File: src/rtl/sprite_frame_ctrl.sv
// rtl/sprite_frame_ctrl.sv - frame-synchronous cursor sprite select, hide and position latch (optional clamp: SPRITE_CLAMP_EN)
module sprite_frame_ctrl #(
  parameter int HOLD_FRAMES = 2,
  parameter int H_ACTIVE    = 1024,
  parameter int V_ACTIVE    = 768
) (
  input  logic        clk,
  input  logic        rst_n,
  input  logic        keeper_req,
  input  logic        vblnk,
  input  logic [11:0] xpos,
  input  logic [11:0] ypos,
  output logic        sprite_sel,
  output logic        sprite_en,
  output logic [11:0] xpos_lat,
  output logic [11:0] ypos_lat,
  output logic [15:0] frame_cnt,
  output logic        switch_busy
);

  typedef enum logic [1:0] {
    ST_SHOW    = 2'd0,
    ST_PENDING = 2'd1,
    ST_HIDE    = 2'd2
  } state_t;

  localparam logic [3:0] HOLD_INIT = 4'(HOLD_FRAMES);

  // Reject parameter values the 4-bit hold counter and 12-bit clamp cannot represent.
  if (HOLD_FRAMES < 0 || HOLD_FRAMES > 15) begin : g_bad_hold
    $error("HOLD_FRAMES must be 0..15");
  end
  if (H_ACTIVE < 1 || H_ACTIVE > 4096) begin : g_bad_h
    $error("H_ACTIVE must be 1..4096");
  end
  if (V_ACTIVE < 1 || V_ACTIVE > 4096) begin : g_bad_v
    $error("V_ACTIVE must be 1..4096");
  end

  state_t      state_q;
  state_t      state_d;
  logic [3:0]  hold_q;
  logic [3:0]  hold_d;
  logic        sel_d;
  logic        en_d;
  logic        busy_d;
  logic        vblnk_d;
  logic        tick;
  logic [11:0] x_next;
  logic [11:0] y_next;

  // A tick is the first cycle of vertical blank; vblnk_d resets high so reset release never ticks.
  assign tick = vblnk & ~vblnk_d;

`ifdef SPRITE_CLAMP_EN
  localparam logic [11:0] X_MAX = 12'(H_ACTIVE - 1);
  localparam logic [11:0] Y_MAX = 12'(V_ACTIVE - 1);
  assign x_next = (xpos > X_MAX) ? X_MAX : xpos;
  assign y_next = (ypos > Y_MAX) ? Y_MAX : ypos;
`else
  assign x_next = xpos;
  assign y_next = ypos;
`endif

  // Delayed vblnk for rising-edge detection.
  always_ff @(posedge clk) begin
    if (!rst_n) begin
      vblnk_d <= 1'b1;
    end else begin
      vblnk_d <= vblnk;
    end
  end

  // Once-per-frame position latch and frame counter; the counter wraps naturally.
  always_ff @(posedge clk) begin
    if (!rst_n) begin
      xpos_lat  <= 12'd0;
      ypos_lat  <= 12'd0;
      frame_cnt <= 16'd0;
    end else if (tick) begin
      xpos_lat  <= x_next;
      ypos_lat  <= y_next;
      frame_cnt <= frame_cnt + 16'd1;
    end
  end

  // FSM state plus registered outputs derived from the next state.
  always_ff @(posedge clk) begin
    if (!rst_n) begin
      state_q     <= ST_SHOW;
      hold_q      <= 4'd0;
      sprite_sel  <= 1'b0;
      sprite_en   <= 1'b1;
      switch_busy <= 1'b0;
    end else begin
      state_q     <= state_d;
      hold_q      <= hold_d;
      sprite_sel  <= sel_d;
      sprite_en   <= en_d;
      switch_busy <= busy_d;
    end
  end

  // Next-state logic: a request waits in PENDING for the frame tick, then HIDE counts frames out.
  always_comb begin
    state_d = state_q;
    hold_d  = hold_q;
    sel_d   = sprite_sel;
    case (state_q)
      ST_SHOW: begin
        if (keeper_req != sprite_sel) begin
          state_d = ST_PENDING;
        end
      end
      ST_PENDING: begin
        if (tick && (keeper_req != sprite_sel)) begin
          sel_d   = keeper_req;
          hold_d  = HOLD_INIT;
          state_d = (HOLD_INIT != 4'd0) ? ST_HIDE : ST_SHOW;
        end else if (keeper_req == sprite_sel) begin
          state_d = ST_SHOW;
        end
      end
      ST_HIDE: begin
        if (tick) begin
          if (hold_q == 4'd1) begin
            state_d = ST_SHOW;
          end else begin
            hold_d = hold_q - 4'd1;
          end
        end
      end
      default: begin
        state_d = ST_SHOW;
      end
    endcase
    en_d   = (state_d != ST_HIDE);
    busy_d = (state_d != ST_SHOW);
  end

endmodule
File: config.mk
export PLATFORM = sky130hd
export DESIGN_NAME = sprite_frame_ctrl
export DESIGN_NICKNAME = d
export VERILOG_FILES = /design/src/rtl/sprite_frame_ctrl.sv
export SDC_FILE = /design/constraint.sdc
export NUM_CORES = 1
export LEC_CHECK = 0
export CAP_MARGIN = 20
export CORE_MARGIN = 5
export CORE_UTILIZATION = 25
export CTS_CLUSTER_SIZE = 25
export DETAILED_ROUTE_END_ITERATION = 8
export GPL_TIMING_DRIVEN = 0
export HOLD_SLACK_MARGIN = 0.15
export PLACE_DENSITY = 0.48
export SLEW_MARGIN = 15
export SYNTH_ARGS = -nofsm -noshare
export SYNTH_HDL_FRONTEND = slang
export SYNTH_SLANG_ARGS = --single-unit
File: constraint.sdc
create_clock -name clk -period 1.91 [get_ports clk]
set_input_delay 0.382 -clock clk [delete_from_list [all_inputs] [get_ports clk]]
set_output_delay 0.382 -clock clk [all_outputs]
set_load 0.05 [all_outputs]
==> summary.md <==
| Metric | Value |
|---|---|
| CTS root buf | clkbuf_8 |
| Synth Area in XOR/XNOR | under 10% |
| Status | finished clean |
| First-pass GRT wire length | just under 9 mm |
| Clock buffer depth | 2 |
| Vias in the first global route | approximately 1800 |
| Area of the core | 8180 um^2 |
| Internal | 1730 uW |
| Largest net degree at the start of global routing | 16 |
| Post-Synth Adder-Cell Area | ~1.8% |
| Synth Area in Simple Gates | between 20% and 30% |
| IO Pins | 71 |
| Crit path launch type | input pin |
| Worst slew margin | 62.8% |
| # setup viols final | 0 |
| Main combinational cell family by area after synthesis | simple AND/OR/NAND/NOR gates |
| Dpl hpwl | between 3 and 4 mm |
| Post-synthesis sequential area ratio | approximately half |
| Post-synth net total | ~260 |
| Routed wl met3 | between 300 and 400 um |
| Clk pin slew, worst setup/hold paths | around 0.10 ns |
| CP max stage delay | around 0.59 ns |
| Antenna Nets Post-Route | 0 |
| Sequential Power Share | between 40% and 50% |
| 1st-iter DRT viols | 41 |
| Fin crit period | about 1.8 ns |
| WP data arrival | around 2.1 ns |
| Net load switching power | 517 uW |
| Clk pwr share | between 40% and 50% |
| # rows | 33 |
| Worst-margin pin slew | approximately 0.55 ns |
| Post-synthesis mux area share | just under 2% |
| Drt via density | 4.25 |
| Final wirelength | between 5 and 6 mm |
| Clock sinks | 50 |
| Unique cell type count in the Yosys netlist | 31 |
| Dpl cell area | roughly 2900 um^2 |
| Die Y | around 100 um |
| Fmax | roughly 540 MHz |
| Clock Skew | 0.0104 ns |
| Area grow syn2layout | 46.5% |
| Critical path type | in2reg |
| Tot Pwr | approximately 2300 uW |
| Fin crit share | 96.7% |
| DR vias | approximately 1800 |
| Cell count after synthesis | approximately 230 |
| Critical Path Slowest Stage Cell | clkdlybuf4s50_1 |
| Most common cell after layout, fill and taps aside | nand2_1 |
| GRT overflow | 0 |
| Post-synthesis average cell area | slightly below 9 um^2 |
| Static Leakage | 0.00128 uW |
| Mapped Area | approximately 2100 um^2 |
| WL met1 | 2.52 mm |
| CTS tree | done |
| Comb pwr share | about 11% |
| Die area | 10300 um^2 |
| Design area | around 3100 um^2 |
| Cell count after placement | between 400 and 500 |
| Hold violation count in the final report | 0 |
| Layout fillers | between 800 and 900 |
| Met2 wire length | around 2.3 mm |
| CP Data Required Time | ~2.1 ns |
| Post-DR wirelength/cell | between 10 and 15 um |
| Clock latency on the worst-skew pair | slightly above 0.3 ns |
| Initial core utilization | about a quarter |
| Complex-gate fraction of the synthesized area | 11.7% |
| DR pass1 iterations | 4 |
| Sw Ratio | roughly 23% |
| Post-layout nets | 340 |
| Layout Cells excl Fill | 415 |
| Antenna cells | 0 |
| Highest-count cells in the layout ignoring fill and taps | nand2_1 (59), clkdlybuf4s50_1 (50), dfxtp_1 (48), a21boi_0 (25), dlygate4sd2_1 (14) |
| CTS Buf Count | 5 |
| PortBufs | 69 |
| Pre-CTS WS | -0.295 ns |
| Max-cap viol count | 0 |
| Tot GR Track Use | ~11% |
| Slew Viols, Final | 0 |
| H-tree Lvls | 2 |
| PD cells | ~740 nW/um^2 |
| Yosys warns | 0 |
| Final Wtd Congestion | 0.698 |
| CP Cell Sequence | clkdlybuf4s50_1 > nand4b_4 > or3_4 > o31a_1 > o21a_1 |
| Max layer used | met4 |
| RSZ-0062 raised after global routing | false |
| Maximum vdd ir drop | about 0.00027 V |
| Setup TNS | 0 ns |
| Worst Hold Class | in2reg |
| Initial antenna violation count | 0 |
| Layout cells sized above 1 | 6.45% |
| CP Capture Type | flop |
| Crit-path max FO | 7 |
| # DRC | 0 |
| Die X | just over 100 um |
| Hold_buf cts | 0 |
| Synth Register Bits | 50 |
| Final WS setup | ~0.062 ns |
flip-flops by register name, indices dropped and copies added, names as in the netlist:
| name | count |
|---|---|
| xpos_lat | 12 |
| hold_q | 4 |
| ypos_lat | 12 |
| state_q | 2 |
| switch_busy | 1 |
| sprite_sel | 1 |
| vblnk_d | 1 |
| sprite_en | 1 |
| frame_cnt | 16 |
final timing paths:
path,startpoint,to,slack [ns],depth (start not counted)
setup reg to reg,frame_cnt[0],frame_cnt[12],0.22,5
hold reg to reg,xpos_lat[7],xpos_lat[7],0.46,2
setup / recovery,vblnk,frame_cnt[12],0.06,5
hold / removal,rst_n,vblnk_d,0.45,2
final cells by class:
cell class                 instances  area (um^2)  share of cell area, %
multi-input combinational        166         1020                   33.3
sequential                        50         1000                   32.9
timing repair buffer              69          686                   22.5
tap                              105          131                   4.31
clock buffer                       6         82.6                   2.71
clock inverter                     2         60.1                   1.97
buffer                            11         50.0                   1.64
inverter                           6         22.5                  0.738
per-layer routing:
layer | GRT usage, % | vias up
li1 | - | 923
met1 | 13.7 | 790
met2 | 16.8 | 44
met3 | 3.79 | 7
met4 | 3.99 | 0
met5 | 0 | -
worst max-delay path, delay by kind of cell:
family	cells	cell delay (ns)
buffers and inverters	1	0.59
AO/OA/AOI/OAI	2	0.48
AND/OR/NAND/NOR	2	0.61
synthesized netlist by cell type, drive strengths merged:
cell     n  area (um^2)
or3      1         11.3
nor3     5         25.0
and2b    1         7.51
nor4     4         25.0
o311a    1         10.0
and3     2         12.5
a21boi  25          188
mux2i    4         40.0
nand3    4         20.0
nand3b   1         7.51
nand2   59          221
inv      6         22.5
or3b     1         8.76
o31a     1         8.76
and4b    1         11.3
and2    10         62.6
nand2b   5         31.3
clkbuf   6         22.5
nor2     6         22.5
xnor2    9         78.8
o211ai   1         7.51
nand4b   1         23.8
dfxtp   50         1000
nand4    6         37.5
xor2     6         52.6
or2b     1         7.51
o21a     4         30.0
ha       3         37.5
buf      5         23.8
nor2b    4         25.0
repair_timing:
item                       CTS  global route
hold endpoints to repair     0             0
setup buffers                0             0
gates cloned                 0             0
resized for setup           14            10
setup endpoints to repair   14            25
per-stage QoR:
step / hold slack [ns] / utilization (%)
after floorplan: 0.472 / -
after global routing: 0.485 / 37.3
after CTS: 0.449 / 37.1
final: 0.449 / 37.3
after global placement: 0.450 / 35.6
after detailed placement: 0.456 / 35.6
logic make-up after synthesis:
logic type | Yosys count
multiplexers | 4
XOR/XNOR | 15
AND/OR/NAND/NOR | 112
adder cells (fa/ha/maj) | 3
flip-flops | 50
AO/OA/AOI/OAI | 32
buffers and inverters | 17
power groups by stage:
stage | Sequential (uW) | Combinational (uW) | Clock, uW
floorplan | 1170 | 60.2 | 0
global placement | 1100 | 249 | 0
detailed placement | 1100 | 249 | 0
CTS | 1080 | 249 | 962
global route | 1080 | 263 | 1010
finish | 1080 | 244 | 927
No activity file was read; power rests on OpenSTA's default activity.
